<file path="src/rtl/skew_feed_ctrl.sv">
// Skewed feeder for a systolic array: lane r delays accepted vectors by r+1 stages.
// Optional stall counter output enabled by defining SKEW_FEED_STALL_CNT_EN.

module skew_lane #(
  parameter int DEPTH = 1,
  parameter int WIDTH = 8
) (
  input  logic             clk,
  input  logic             reset,
  input  logic             clr,
  input  logic             ld_vld,
  input  logic [WIDTH-1:0] ld_data,
  output logic             out_vld,
  output logic [WIDTH-1:0] out_data
);
  logic [DEPTH-1:0]            vld_pipe;
  logic [DEPTH-1:0][WIDTH-1:0] dat_pipe;

  always_ff @(posedge clk or posedge reset) begin
    if (reset) begin
      vld_pipe <= '0;
      dat_pipe <= '0;
    end else if (clr) begin
      vld_pipe <= '0;
      dat_pipe <= '0;
    end else begin
      // bubbles carry zero data so idle lanes present a clean 0 to the array
      vld_pipe[0] <= ld_vld;
      dat_pipe[0] <= ld_vld ? ld_data : '0;
      for (int i = 1; i < DEPTH; i++) begin
        vld_pipe[i] <= vld_pipe[i-1];
        dat_pipe[i] <= dat_pipe[i-1];
      end
    end
  end

  assign out_vld  = vld_pipe[DEPTH-1];
  assign out_data = dat_pipe[DEPTH-1];
endmodule

module skew_feed_ctrl #(
  parameter int ROWS  = 4,
  parameter int WIDTH = 8,
  parameter int LEN_W = 8
) (
  input  logic                  clk,
  input  logic                  reset,
  input  logic                  start,
  input  logic [LEN_W-1:0]      len,
  input  logic                  flush,
  input  logic                  in_valid,
  output logic                  in_ready,
  input  logic [ROWS*WIDTH-1:0] in_data,
  output logic [ROWS*WIDTH-1:0] out_data,
  output logic [ROWS-1:0]       out_valid,
  output logic                  busy,
  output logic                  done
`ifdef SKEW_FEED_STALL_CNT_EN
  ,
  output logic [15:0]           stall_cnt
`endif
);
  localparam int DW = (ROWS > 1) ? $clog2(ROWS) : 1;

  typedef enum logic [1:0] {IDLE, FEED, DRAIN, DONE} state_t;

  state_t           state, state_nxt;
  logic [LEN_W-1:0] len_q, beat_cnt;
  logic [DW-1:0]    drain_cnt;
  logic             accept, start_go, last_beat, drain_end;

  assign in_ready  = (state == FEED);
  assign busy      = (state != IDLE);
  assign done      = (state == DONE);
  assign accept    = in_valid & in_ready;
  assign start_go  = (state == IDLE) & start & ~flush;
  assign last_beat = accept & ((beat_cnt + LEN_W'(1)) == len_q);
  assign drain_end = (drain_cnt == DW'(ROWS-1));

  always_ff @(posedge clk or posedge reset) begin
    if (reset) state <= IDLE;
    else       state <= state_nxt;
  end

  always_comb begin
    state_nxt = state;
    case (state)
      IDLE:    if (start) state_nxt = (len != '0) ? FEED : DONE;
      FEED:    if (last_beat) state_nxt = DRAIN;
      DRAIN:   if (drain_end) state_nxt = DONE;
      DONE:    state_nxt = IDLE;
      default: state_nxt = IDLE;
    endcase
    if (flush) state_nxt = IDLE;
  end

  always_ff @(posedge clk or posedge reset) begin
    if (reset) begin
      len_q     <= '0;
      beat_cnt  <= '0;
      drain_cnt <= '0;
    end else if (flush) begin
      len_q     <= '0;
      beat_cnt  <= '0;
      drain_cnt <= '0;
    end else begin
      if (start_go) len_q <= len;
      if (start_go)    beat_cnt <= '0;
      else if (accept) beat_cnt <= beat_cnt + LEN_W'(1);
      if (state == DRAIN) drain_cnt <= drain_end ? '0 : drain_cnt + DW'(1);
      else                drain_cnt <= '0;
    end
  end

`ifdef SKEW_FEED_STALL_CNT_EN
  always_ff @(posedge clk or posedge reset) begin
    if (reset)                 stall_cnt <= '0;
    else if (flush | start_go) stall_cnt <= '0;
    else if ((state == FEED) && !in_valid && (stall_cnt != 16'hFFFF))
      stall_cnt <= stall_cnt + 16'd1;
  end
`endif

  for (genvar r = 0; r < ROWS; r++) begin : g_lane
    skew_lane #(.DEPTH(r+1), .WIDTH(WIDTH)) u_lane (
      .clk      (clk),
      .reset    (reset),
      .clr      (flush),
      .ld_vld   (accept),
      .ld_data  (in_data[r*WIDTH +: WIDTH]),
      .out_vld  (out_valid[r]),
      .out_data (out_data[r*WIDTH +: WIDTH])
    );
  end
endmodule

</file>
<file path="config.mk">
export PLATFORM = sky130hd
export DESIGN_NAME = skew_feed_ctrl
export DESIGN_NICKNAME = d
export VERILOG_FILES = /design/src/rtl/skew_feed_ctrl.sv
export SDC_FILE = /design/constraint.sdc
export NUM_CORES = 1
export LEC_CHECK = 0
export CAP_MARGIN = 0
export CORE_MARGIN = 3
export CORE_UTILIZATION = 30
export DETAILED_ROUTE_END_ITERATION = 12
export DONT_BUFFER_PORTS = 1
export HOLD_SLACK_MARGIN = 0.03
export MAX_ROUTING_LAYER = met4
export SLEW_MARGIN = 10
export SYNTH_ARGS = -nofsm -noshare
export SYNTH_HDL_FRONTEND = slang
export SYNTH_SLANG_ARGS = --single-unit
</file>
<file path="constraint.sdc">
create_clock -name clk -period 4 [get_ports clk]
set_clock_uncertainty 0.2 [all_clocks]
set_input_delay 0.4 -clock clk [delete_from_list [all_inputs] [get_ports clk]]
set_output_delay 0.4 -clock clk [all_outputs]
set_load 0.02 [all_outputs]
</file>
==> results.yml <==
clocking:
  path_clk_slew_ps: 70
  clk_latency_ps: 340
  cts_post_setup_buffers_inserted: 0
  cts_buffers: 9
  cts_tree: "done"
  cts_root_buf: "clkbuf_16"
  cts_sinks: 104
  cts_resized: 0
  htree_levels: 3
  clockBufferDepth: 2
timing:
  min_period_ps: 2660
  tns_ps: 0
  max_clock_freq_mhz: 376
  rsz0062_at_grt: "no"
  finalSetupViolations: 0
  relSlewSlack_pct: 32.3
  tightest_slew_ps: 1010
  drv_slew: 0
  fin_crit_sh_pct: 66.6
  final-hold-violation-count: 0
  hold-worst-slack_ps: 82.1
yosys:
  ys_types: 31
  synth_seq_cells: 104
  syn_area_um2: 4090
  synth_nets: 396
  seq_area_frac_synth_pct: 63.7
  synth.yosys.warnings: 0
  netlist_instances: 344
  avgSynthCellArea_um2: 11.9
floorplan:
  dieHeight_um: 123
  die-width_um: 123
  num_rows: 42
  start_util_pct: 30.7
  ios: 84
  dieArea_um2: 15100
  core-area_um2: 13300
critical_path:
  crit_type: "reg2reg"
  crit_path_end: "state[1]"
  critPathMaxStageDelay_ps: 540
  path_max_fanout: 8
  crit_required_ps: 4030
  cp_data_arrival_time_ps: 2690
  reg2reg_depth: 6
  cp-end-kind: "register"
  r2r_end: "state[1]"
  cp_cell_sequence: "ha_1 > or4_1 > a211oi_1 > nor3_1 > o32a_1 > mux2_1"
  crit_path_start_kind: "register"
  r2r_start: "beat_cnt[0]"
  regToRegSetupSlack_ps: 1340
  cp_slowest_cell: "or4_1"
  startpoint: "beat_cnt[0]"
flow_run:
  cap_violations: 0
route:
  drtAntennaViolNets: 0
  wirelength_um: 7130
  detail_route.first_pass.iterations: 4
  routed_via_density: 4.41
  drc_errors: 0
  num_vias: 2392
  detail_route.wl_per_cell_um: 13.1
  drt_iter0_drc: 95
cells_and_area:
  final_common_cell: "dfrtp_1"
  drive_above_1_share_pct: 5.99
  stdcell_area_um2: 4860
  final_cell_mix: "dfrtp_1 (104), nor2b_1 (51), dlygate4sd3_1 (48)"
  synthToLayoutAreaGrowth_pct: 18.9
  antenna_cells: 0
  instances_no_fill: 543
  nNetsFinal: 414
power:
  p_leak_nw: 2.25
  p_total_mw: 2.29
  vdd_drop_max_mv: 0.209
  power.density_nw_per_um2: 471
global_routing:
  grt_usage_pct: 10.7
  grt_max_degree: 62
  antenna_found_initial: 0
  grt_pass1_vias: 2421
  grt.overflow.total: 0
  grt_first_pass_wirelength_um: 11900
place:
  place_congestion: 0.882
  dp_hpwl_um: 4390
  placed_area_um2: 4050
  portBuffers: 0
  dp_cells: 478
min_path:
  worstHoldStart: "flush"
  hp-class: "in2reg"
outcome:
  status: "complete, no violations"
==> cells by family (layout without fill, tap and decap cells) <==
logic type | Yosys count | in the layout | share of synthesized area [%]
AO/OA/AOI/OAI | 22 | 22 | 3.09
XOR/XNOR | 15 | 15 | 3.21
adder cells (fa/ha/maj) | 7 | 7 | 2.14
buffers and inverters | 50 | 73 | 7.25
flip-flops | 104 | 104 | 63.7
multiplexers | 2 | 2 | 0.551
AND/OR/NAND/NOR | 144 | 144 | 20.1
==> worst min-delay path by stage <==
stage	end	slack [ps]	cells past startpoint
after floorplan	drain_cnt[0]	220	1
after global placement	g_lane[2].u_lane.out_data[4]	220	1
after detailed placement	g_lane[2].u_lane.out_data[4]	230	1
after CTS	state[0]	60	2
after global routing	state[1]	100	2
final	state[0]	80	2
==> timing repair <==
item / CTS / global route
hold endpoints to repair: 147 / 0
endpoints found under the setup margin: 0 / 0
hold buffers: 49 / 0
==> layout make-up <==
cell class | instances | area, um^2
well taps | 176 | 220
fillers | 1264 | 8430
multi-input cells | 190 | 1190
inverters | 6 | 25.0
flip-flops and latches | 104 | 2600
clock buffers | 12 | 267
clock inverters | 4 | 32.5
repair buffers | 51 | 523
==> report_power, final <==
group          internal, mW  total [mW]  switching, mW
combinational         0.125       0.284          0.159
clock                 0.477       0.853          0.375
sequential             1.10        1.15         0.0475
total                  1.71        2.29          0.582
==> metal layers <==
metal  vias up  wire [um]  part of all wire (%)  global-route usage (%)
met3        16        412                   5.8                    3.92
li1       1105          -                     -                       -
met1      1201       2890                    41                    12.4
met4         0        197                   2.8                    5.32
met5         -          0                     0                       -
met2        70       3620                    51                    16.3
==> critical path: cells and delay by family (launching register included) <==
kind | cells | cell delay, ps
adder cells (fa/ha/maj) | 1 | 320
AND/OR/NAND/NOR | 2 | 610
AO/OA/AOI/OAI | 2 | 610
flip-flops | 1 | 470
multiplexers | 1 | 320
==> per-stage QoR <==
| stage | worst slack, ps | util (%) |
|---|---|---|
| floorplan | 668 | - |
| global placement | 1390 | 30.5 |
| detailed placement | 1350 | 30.5 |
| CTS | 1340 | 36.6 |
| global route | 1180 | 36.6 |
| finish | 1340 | 36.6 |
==> sequential cells by signal, indices dropped and copies added, names as in the netlist <==
register and count:
state 2, beat_cnt 8, drain_cnt 2, len_q 8, g_lane.u_lane.vld_pipe 4, g_lane.u_lane.out_data 32
g_lane.u_lane.dat_pipe 48
==> cell usage after synthesis <==
| master | count | share of area [%] |
|---|---|---|
| o32a_1 | 1 | 0.24 |
| nand3_1 | 16 | 2.0 |
| dfrtp_1 | 104 | 64 |
| o211ai_1 | 1 | 0.18 |
| nand4_1 | 2 | 0.31 |
| or3_1 | 1 | 0.15 |
| and3_1 | 1 | 0.15 |
| a21boi_0 | 2 | 0.37 |
| nor4_1 | 5 | 0.77 |
| xor2_1 | 7 | 1.5 |
| o21ai_0 | 3 | 0.37 |
| nor2_1 | 11 | 1.0 |
| ha_1 | 7 | 2.1 |
| nor2b_1 | 51 | 7.8 |
| buf_4 | 29 | 5.3 |
| clkbuf_1 | 14 | 1.3 |
| a21oi_1 | 13 | 1.6 |
| mux2_1 | 2 | 0.55 |
| and2_1 | 34 | 5.2 |
| nand2_1 | 13 | 1.2 |
| or4_1 | 1 | 0.18 |
| a211oi_1 | 1 | 0.18 |
| o22ai_1 | 1 | 0.15 |
| nand2b_1 | 2 | 0.31 |
| nand2_2 | 1 | 0.15 |
| and3b_1 | 1 | 0.21 |
| xnor2_1 | 8 | 1.7 |
| inv_1 | 6 | 0.55 |
| nor3b_1 | 1 | 0.18 |
| nor3_1 | 4 | 0.49 |
| buf_1 | 1 | 0.092 |
Power figures use the tool's default switching activity.
